$ cat src/rtl/mem_access_arb_pkg.sv
// Shared constants, FSM state encoding and requester IDs for the scratch
// memory arbiter.
package mem_access_arb_pkg;

    localparam int ADDR_W    = 16;
    localparam int MEM_DEPTH = 1201;
    localparam int VEC_LEN   = 20;

    // Highest legal base address per requester, one bit wider than the bus
    // so the compare can never wrap.
    localparam logic [ADDR_W:0] LD_ADDR_MAX = (ADDR_W+1)'(MEM_DEPTH - 1);
    localparam logic [ADDR_W:0] CP_ADDR_MAX = (ADDR_W+1)'(MEM_DEPTH - VEC_LEN);

    typedef enum logic [1:0] {
        IDLE    = 2'd0,
        ISSUE   = 2'd1,
        RD_WAIT = 2'd2
    } state_t;

    typedef enum logic {
        LD = 1'b0,
        CP = 1'b1
    } req_id_t;

    function automatic logic addr_in_range(input logic [ADDR_W-1:0] addr,
                                           input logic [ADDR_W:0]   max_addr);
        return ({1'b0, addr} <= max_addr);
    endfunction

endpackage

$ cat src/rtl/mem_access_arb_if.sv
// Requester handshakes plus the memory control bus driven by the arbiter.
interface mem_access_arb_if;
    import mem_access_arb_pkg::*;

    logic              ld_req;
    logic [ADDR_W-1:0] ld_addr;
    logic [7:0]        ld_data;
    logic              ld_gnt;

    logic              cp_req;
    logic              cp_rw;
    logic [ADDR_W-1:0] cp_addr;
    logic              cp_gnt;
    logic              cp_rvalid;

    logic              err;
    logic              busy;

    logic              mem_en;
    logic              mem_rw;
    logic [ADDR_W-1:0] mem_abus;
    logic              mem_insign;
    logic [7:0]        mem_indata;

    // Arbiter side.
    modport slave (
        input  ld_req, ld_addr, ld_data, cp_req, cp_rw, cp_addr,
        output ld_gnt, cp_gnt, cp_rvalid, err, busy,
               mem_en, mem_rw, mem_abus, mem_insign, mem_indata
    );

    // Requester / memory side.
    modport master (
        output ld_req, ld_addr, ld_data, cp_req, cp_rw, cp_addr,
        input  ld_gnt, cp_gnt, cp_rvalid, err, busy,
               mem_en, mem_rw, mem_abus, mem_insign, mem_indata
    );

endinterface

$ cat src/rtl/mem_access_arb_rr_arb2.sv
// Two-way round-robin picker. On a tie the requester that did not win last
// time is chosen; the last winner is remembered only when the pick is taken.
module mem_access_arb_rr_arb2
    import mem_access_arb_pkg::*;
(
    input  logic    clk,
    input  logic    reset,
    input  logic    i_req_ld,
    input  logic    i_req_cp,
    input  logic    i_take,
    output logic    o_valid,
    output req_id_t o_id
);

    req_id_t r_last;

    // Pick a winner from the current requests and the last winner.
    always_comb begin
        o_valid = i_req_ld | i_req_cp;
        o_id    = LD;
        if (i_req_ld && i_req_cp) begin
            o_id = (r_last == LD) ? CP : LD;
        end else if (i_req_cp) begin
            o_id = CP;
        end
    end

    // Remember the last winner; CP after reset so the loader wins the first tie.
    always_ff @(posedge clk or posedge reset) begin
        if (reset) begin
            r_last <= CP;
        end else if (i_take) begin
            r_last <= o_id;
        end
    end

endmodule

$ cat src/rtl/mem_access_arb.sv
// Shares the scratch memory between the pixel loader (byte writes) and the
// texture compute engine (20-byte vector reads/writes). Every output is a
// register loaded from the decision made in the current state.
//
//   state   | meaning
//   --------+---------------------------------------------------------
//   IDLE    | sample requests, grant one, range-check it
//   ISSUE   | mem_en high; memory samples at the edge ending this state
//   RD_WAIT | read data settling; cp_rvalid is raised on exit
module mem_access_arb
    import mem_access_arb_pkg::*;
(
    input  logic              clk,
    input  logic              reset,
    mem_access_arb_if.slave   bus
);

    state_t            r_state;
    state_t            w_next_state;

    logic              r_ld_gnt, r_cp_gnt, r_cp_rvalid, r_err, r_busy;
    logic              r_mem_en, r_mem_rw, r_mem_insign;
    logic [ADDR_W-1:0] r_mem_abus;
    logic [7:0]        r_mem_indata;

    logic              w_ld_gnt, w_cp_gnt, w_cp_rvalid, w_err;
    logic              w_mem_en, w_mem_rw, w_mem_insign;
    logic [ADDR_W-1:0] w_mem_abus;
    logic [7:0]        w_mem_indata;

    logic              w_arb_valid;
    req_id_t           w_arb_id;
    logic              w_take;

    mem_access_arb_rr_arb2 u_rr_arb2 (
        .clk      (clk),
        .reset    (reset),
        .i_req_ld (bus.ld_req),
        .i_req_cp (bus.cp_req),
        .i_take   (w_take),
        .o_valid  (w_arb_valid),
        .o_id     (w_arb_id)
    );

    // Next state and next output values; memory fields hold unless a legal
    // access is being launched.
    always_comb begin
        w_next_state = r_state;
        w_take       = 1'b0;
        w_ld_gnt     = 1'b0;
        w_cp_gnt     = 1'b0;
        w_cp_rvalid  = 1'b0;
        w_err        = 1'b0;
        w_mem_en     = 1'b0;
        w_mem_rw     = r_mem_rw;
        w_mem_insign = r_mem_insign;
        w_mem_abus   = r_mem_abus;
        w_mem_indata = r_mem_indata;

        case (r_state)
            IDLE: begin
                if (w_arb_valid) begin
                    w_take = 1'b1;
                    if (w_arb_id == LD) begin
                        w_ld_gnt = 1'b1;
                        if (addr_in_range(bus.ld_addr, LD_ADDR_MAX)) begin
                            w_mem_en     = 1'b1;
                            w_mem_rw     = 1'b0;
                            w_mem_insign = 1'b1;
                            w_mem_abus   = bus.ld_addr;
                            w_mem_indata = bus.ld_data;
                            w_next_state = ISSUE;
                        end else begin
                            w_err = 1'b1;
                        end
                    end else begin
                        w_cp_gnt = 1'b1;
                        if (addr_in_range(bus.cp_addr, CP_ADDR_MAX)) begin
                            w_mem_en     = 1'b1;
                            w_mem_rw     = bus.cp_rw;
                            w_mem_insign = 1'b0;
                            w_mem_abus   = bus.cp_addr;
                            w_next_state = ISSUE;
                        end else begin
                            w_err = 1'b1;
                        end
                    end
                end
            end
            // Only compute reads ever launch with mem_rw high.
            ISSUE: begin
                w_next_state = r_mem_rw ? RD_WAIT : IDLE;
            end
            RD_WAIT: begin
                w_cp_rvalid  = 1'b1;
                w_next_state = IDLE;
            end
            default: begin
                w_next_state = IDLE;
            end
        endcase
    end

    // State and output registers; reset abandons any access in flight.
    always_ff @(posedge clk or posedge reset) begin
        if (reset) begin
            r_state      <= IDLE;
            r_ld_gnt     <= 1'b0;
            r_cp_gnt     <= 1'b0;
            r_cp_rvalid  <= 1'b0;
            r_err        <= 1'b0;
            r_busy       <= 1'b0;
            r_mem_en     <= 1'b0;
            r_mem_rw     <= 1'b0;
            r_mem_insign <= 1'b0;
            r_mem_abus   <= '0;
            r_mem_indata <= '0;
        end else begin
            r_state      <= w_next_state;
            r_ld_gnt     <= w_ld_gnt;
            r_cp_gnt     <= w_cp_gnt;
            r_cp_rvalid  <= w_cp_rvalid;
            r_err        <= w_err;
            r_busy       <= (w_next_state != IDLE);
            r_mem_en     <= w_mem_en;
            r_mem_rw     <= w_mem_rw;
            r_mem_insign <= w_mem_insign;
            r_mem_abus   <= w_mem_abus;
            r_mem_indata <= w_mem_indata;
        end
    end

    assign bus.ld_gnt     = r_ld_gnt;
    assign bus.cp_gnt     = r_cp_gnt;
    assign bus.cp_rvalid  = r_cp_rvalid;
    assign bus.err        = r_err;
    assign bus.busy       = r_busy;
    assign bus.mem_en     = r_mem_en;
    assign bus.mem_rw     = r_mem_rw;
    assign bus.mem_abus   = r_mem_abus;
    assign bus.mem_insign = r_mem_insign;
    assign bus.mem_indata = r_mem_indata;

endmodule
$ cat src/flat_wrapper.sv
// flat-port wrapper written by rule: the top's interface ports become plain ports
module mem_access_arb_flat import mem_access_arb_pkg::*;
  (clk, reset, bus_ld_req, bus_ld_addr, bus_ld_data, bus_cp_req, bus_cp_rw, bus_cp_addr, bus_ld_gnt, bus_cp_gnt, bus_cp_rvalid, bus_err, bus_busy, bus_mem_en, bus_mem_rw, bus_mem_abus, bus_mem_insign, bus_mem_indata);
  mem_access_arb_if bus_i ();
  input  logic clk;
  input  logic reset;
  input wire logic [$bits(bus_i.ld_req)-1:0] bus_ld_req;
  input wire logic [$bits(bus_i.ld_addr)-1:0] bus_ld_addr;
  input wire logic [$bits(bus_i.ld_data)-1:0] bus_ld_data;
  input wire logic [$bits(bus_i.cp_req)-1:0] bus_cp_req;
  input wire logic [$bits(bus_i.cp_rw)-1:0] bus_cp_rw;
  input wire logic [$bits(bus_i.cp_addr)-1:0] bus_cp_addr;
  output wire logic [$bits(bus_i.ld_gnt)-1:0] bus_ld_gnt;
  output wire logic [$bits(bus_i.cp_gnt)-1:0] bus_cp_gnt;
  output wire logic [$bits(bus_i.cp_rvalid)-1:0] bus_cp_rvalid;
  output wire logic [$bits(bus_i.err)-1:0] bus_err;
  output wire logic [$bits(bus_i.busy)-1:0] bus_busy;
  output wire logic [$bits(bus_i.mem_en)-1:0] bus_mem_en;
  output wire logic [$bits(bus_i.mem_rw)-1:0] bus_mem_rw;
  output wire logic [$bits(bus_i.mem_abus)-1:0] bus_mem_abus;
  output wire logic [$bits(bus_i.mem_insign)-1:0] bus_mem_insign;
  output wire logic [$bits(bus_i.mem_indata)-1:0] bus_mem_indata;
  assign bus_i.ld_req = bus_ld_req;
  assign bus_i.ld_addr = bus_ld_addr;
  assign bus_i.ld_data = bus_ld_data;
  assign bus_i.cp_req = bus_cp_req;
  assign bus_i.cp_rw = bus_cp_rw;
  assign bus_i.cp_addr = bus_cp_addr;
  assign bus_ld_gnt = bus_i.ld_gnt;
  assign bus_cp_gnt = bus_i.cp_gnt;
  assign bus_cp_rvalid = bus_i.cp_rvalid;
  assign bus_err = bus_i.err;
  assign bus_busy = bus_i.busy;
  assign bus_mem_en = bus_i.mem_en;
  assign bus_mem_rw = bus_i.mem_rw;
  assign bus_mem_abus = bus_i.mem_abus;
  assign bus_mem_insign = bus_i.mem_insign;
  assign bus_mem_indata = bus_i.mem_indata;
  mem_access_arb u_core (.clk(clk), .reset(reset), .bus(bus_i));
endmodule
$ cat config.mk
export PLATFORM = sky130hd
export DESIGN_NAME = mem_access_arb_flat
export DESIGN_NICKNAME = d
export VERILOG_FILES = /design/src/rtl/mem_access_arb_pkg.sv /design/src/rtl/mem_access_arb_if.sv /design/src/rtl/mem_access_arb_rr_arb2.sv /design/src/rtl/mem_access_arb.sv /design/src/flat_wrapper.sv
export SDC_FILE = /design/constraint.sdc
export NUM_CORES = 1
export LEC_CHECK = 0
export ABC_AREA = 1
export BUFFER_PORTS_ARGS = -buffer_cell sky130_fd_sc_hd__clkbuf_2
export CAP_MARGIN = 20
export CORE_UTILIZATION = 41
export CTS_CLUSTER_DIAMETER = 30
export DETAILED_ROUTE_END_ITERATION = 10
export PLACE_DENSITY_LB_ADDON = 0.25
export SYNTH_ARGS = -nofsm -noshare
export SYNTH_HDL_FRONTEND = slang
export SYNTH_SLANG_ARGS = --single-unit
$ cat constraint.sdc
create_clock -name clk -period 1.6 [get_ports clk]
set_input_delay 0.08 -clock clk [delete_from_list [all_inputs] [get_ports clk]]
set_output_delay 0.08 -clock clk [all_outputs]
set_load 0.05 [all_outputs]
==> impl_metrics.yaml <==
logic_synthesis:
  async_flop_share_pct: 100
  synth.top_cell.area_share_pct: 53.9
  syn_nets: 248
  synth_edf_count: 0
  ys_types: 17
  synth_cells: 203
  yosys-top-cells-area: "dfrtp_1 (54%), nand2_1 (19%), nor2_1 (5.9%), inv_1 (5.7%), nand3_1 (4.1%)"
  synth_top_area_cell: "dfrtp_1"
  ys_ff_latch: 35
  yosys_warnings: 0
  netlist_area_um2: 1580
  avgSynthCellArea_um2: 7.78
  ys_seq_area_share_pct: 55.5
  synth.most_common_cell: "nand2_1"
  synthFlopType: "dfrtp_1"
  ys_top_cells_by_count: "nand2_1 (78), dfrtp_1 (34), nor2_1 (25)"
critical_path:
  cp_max_fo: 13
  critPathRequiredTime_ns: 1.77
  cp_num_buf_inv: 2
  r2r-start: "u_core.u_rr_arb2.r_last$_DFFE_PP1P_"
  r2r_cells: 9
  crit_family: "simple AND/OR/NAND/NOR gates"
  cpMaxStageDelayCell: "dfstp_2"
  criticalPathCategory: "reg -> reg"
  crit_chain: "nand2_1, nand2_4, buf_6, nor2_1, nand4_1, nand2_2, buf_4, nand3_1, nand2_1"
  crit_top_cell: "nand2_1"
  start_kind: "flop"
  end_kind: "flop"
  rrSetupSlack_ns: 0.09
  regToRegEndpoint: "u_core.bus.mem_abus[0]$_DFFE_PP0P_"
  crit_arrival_ns: 1.68
  slowest_delay_ns: 0.53
sta:
  maxSlewViolCount: 0
  setup_viol: 0
  slew_headroom_pct: 71.8
  fmax_mhz: 661
  hold_viol_final: 0
  finalCritPeriodShare_pct: 94.5
  period_minus_slack_ns: 1.51
  tightest_slew_ns: 0.422
  skew_ns: 0.00612
global_route:
  grt_use_met1_pct: 23.0
  use_met3_pct: 5.18
  grt_pass1_wl_um: 5690
  grt_max_degree: 36
  grt_use_met2_pct: 29.1
  grt.total_usage_pct: 18.3
  grt-busiest-layer: "met2"
  antenna_found_initial: 0
  overflow: 0
  grt_pass1_vias: 1373
route:
  drtPass1Iterations: 4
  wl_per_cell_um: 9.91
  ant_nets: 0
  vias: 1539
  drt_iter0_markers: 34
  drc: 0
  drt-total-wl_um: 3370
  vias_per_cell: 4.53
place:
  dpl.cell_count: 329
  hpwlAfterDp_um: 2710
  placed_cell_area_um2: 2050
  gp_congestion: 0.850
  io_buffers: 76
worst_hold_path:
  hp-start: "bus_ld_data[4]"
  min_path_cells: 3
  hold_class: "in -> reg"
  whs_endpoint: "u_core.bus.mem_indata[4]$_DFFE_PP0P_"
clocking:
  cts_inserted_buffers: 5
  clk_latency_ns: 0.28
  path_clk_slew_ns: 0.07
  cts_sinks: 35
  cts_max_path_buffers: 2
  tritoncts: "built"
  h-tree-depth: 2
  clockRootBuffer: "clkbuf_8"
die:
  dieHeight_um: 64.1
  die_x_um: 64.1
  core_area_um2: 3690
  row_count: 22
  start_util_pct: 42.8
  ioPinCount: 77
  die_area_um2: 4100
pwr:
  leakage_nw: 1.34
  powerDensity_nw_per_um2: 1250
  ir_worst_vdd_uv: 538
final_layout:
  finalNetCount: 336
  largest_reg_flops: 16
  drive_gt1_share_pct: 34.9
  diodes: 0
  layout.cells.non_filler: 340
  finish.instance_area_um2: 2190
  areaGrowthSynthToFinish_pct: 38.5
run:
  maxCapViolCount: 0
run_status:
  status: "complete, no violations"
worst max-delay path by stage:
stage | startpoint | end | slack, ns | depth (start not counted)
2_1_floorplan | u_core.u_rr_arb2.r_last$_DFFE_PP1P_ | u_core.bus.mem_abus[0]$_DFFE_PP0P_ | 0.07 | 10
3_3_place_gp | u_core.u_rr_arb2.r_last$_DFFE_PP1P_ | u_core.bus.mem_abus[0]$_DFFE_PP0P_ | 0.09 | 9
3_5_place_dp | u_core.u_rr_arb2.r_last$_DFFE_PP1P_ | u_core.bus.mem_indata[7]$_DFFE_PP0P_ | 0.06 | 7
4_1_cts | u_core.u_rr_arb2.r_last$_DFFE_PP1P_ | u_core.bus.mem_indata[7]$_DFFE_PP0P_ | 0.06 | 7
5_1_grt | u_core.u_rr_arb2.r_last$_DFFE_PP1P_ | u_core.bus.mem_abus[8]$_DFFE_PP0P_ | -0.02 | 9
6_report | u_core.u_rr_arb2.r_last$_DFFE_PP1P_ | u_core.bus.mem_abus[0]$_DFFE_PP0P_ | 0.09 | 9
layer usage:
| metal | wire (um) | vias up |
|---|---|---|
| li1 | - | 791 |
| met1 | 1550 | 692 |
| met2 | 1600 | 54 |
| met3 | 188 | 2 |
| met4 | 33 | 0 |
| met5 | 0 | - |
kinds of logic (layout without fill, tap and decap cells):
logic type | Yosys count | count (layout) | synth area share (%)
simple gates | 123 | 123 | 31.9
flops | 35 | 35 | 55.5
buf+inv | 31 | 120 | 7.92
compound gates | 14 | 14 | 4.68
stage by stage:
stage                     utilization, %  power (mW)  hold slack (ns)  TNS, ns  setup WS (ns)
final                               59.3        2.73           0.0220        0         0.0882
after global routing                59.3        2.89           0.0151  -0.0444        -0.0192
after CTS                           58.3        2.77          0.00940        0         0.0614
after detailed placement            55.5        2.11            0.184        0         0.0605
after global placement              55.5        2.09            0.175        0         0.0913
after floorplan                        -        1.83            0.223        0         0.0748
cell usage in the layout (no fill, tap or decap), types with 2 or more instances in the layout:
| cell type | Yosys | final |
|---|---|---|
| nand3_1 | 13 | 13 |
| inv_1 | 24 | 24 |
| clkbuf_2 | 0 | 76 |
| dfrtp_1 | 34 | 34 |
| clkbuf_8 | 0 | 6 |
| nand2_2 | 3 | 2 |
| nand2_1 | 78 | 78 |
| o21ai_0 | 13 | 13 |
| nor2_1 | 25 | 25 |
| buf_4 | 2 | 9 |
report_power, final:
group / leakage, nW / switching [mW] / internal [mW]
combinational: 0.841 / 0.747 / 0.231
sequential: 0.451 / 0.0792 / 1.04
clock: 0.0482 / 0.292 / 0.347
layout make-up:
type,instances,area [um2]
sequential,35,877
multi-input combinational,137,596
tap,48,60.1
fill,379,1500
clock buffer,7,86.3
clock inverter,1,5.00
inverter,25,93.8
timing repair buffer,87,469
worst min-delay path: cells and delay by family:
kind / cells / cell delay, ns
buf+inv: 2 / 0.12
compound gates: 1 / 0.07
repair_timing:
item                                   CTS  global route
gates resized for setup                  0             4
setup endpoints to repair                0            22
endpoints found under the hold margin   34             0
hold buffers                             1             0
buffers inserted                         0             2
(Power assumes the default switching activity.)
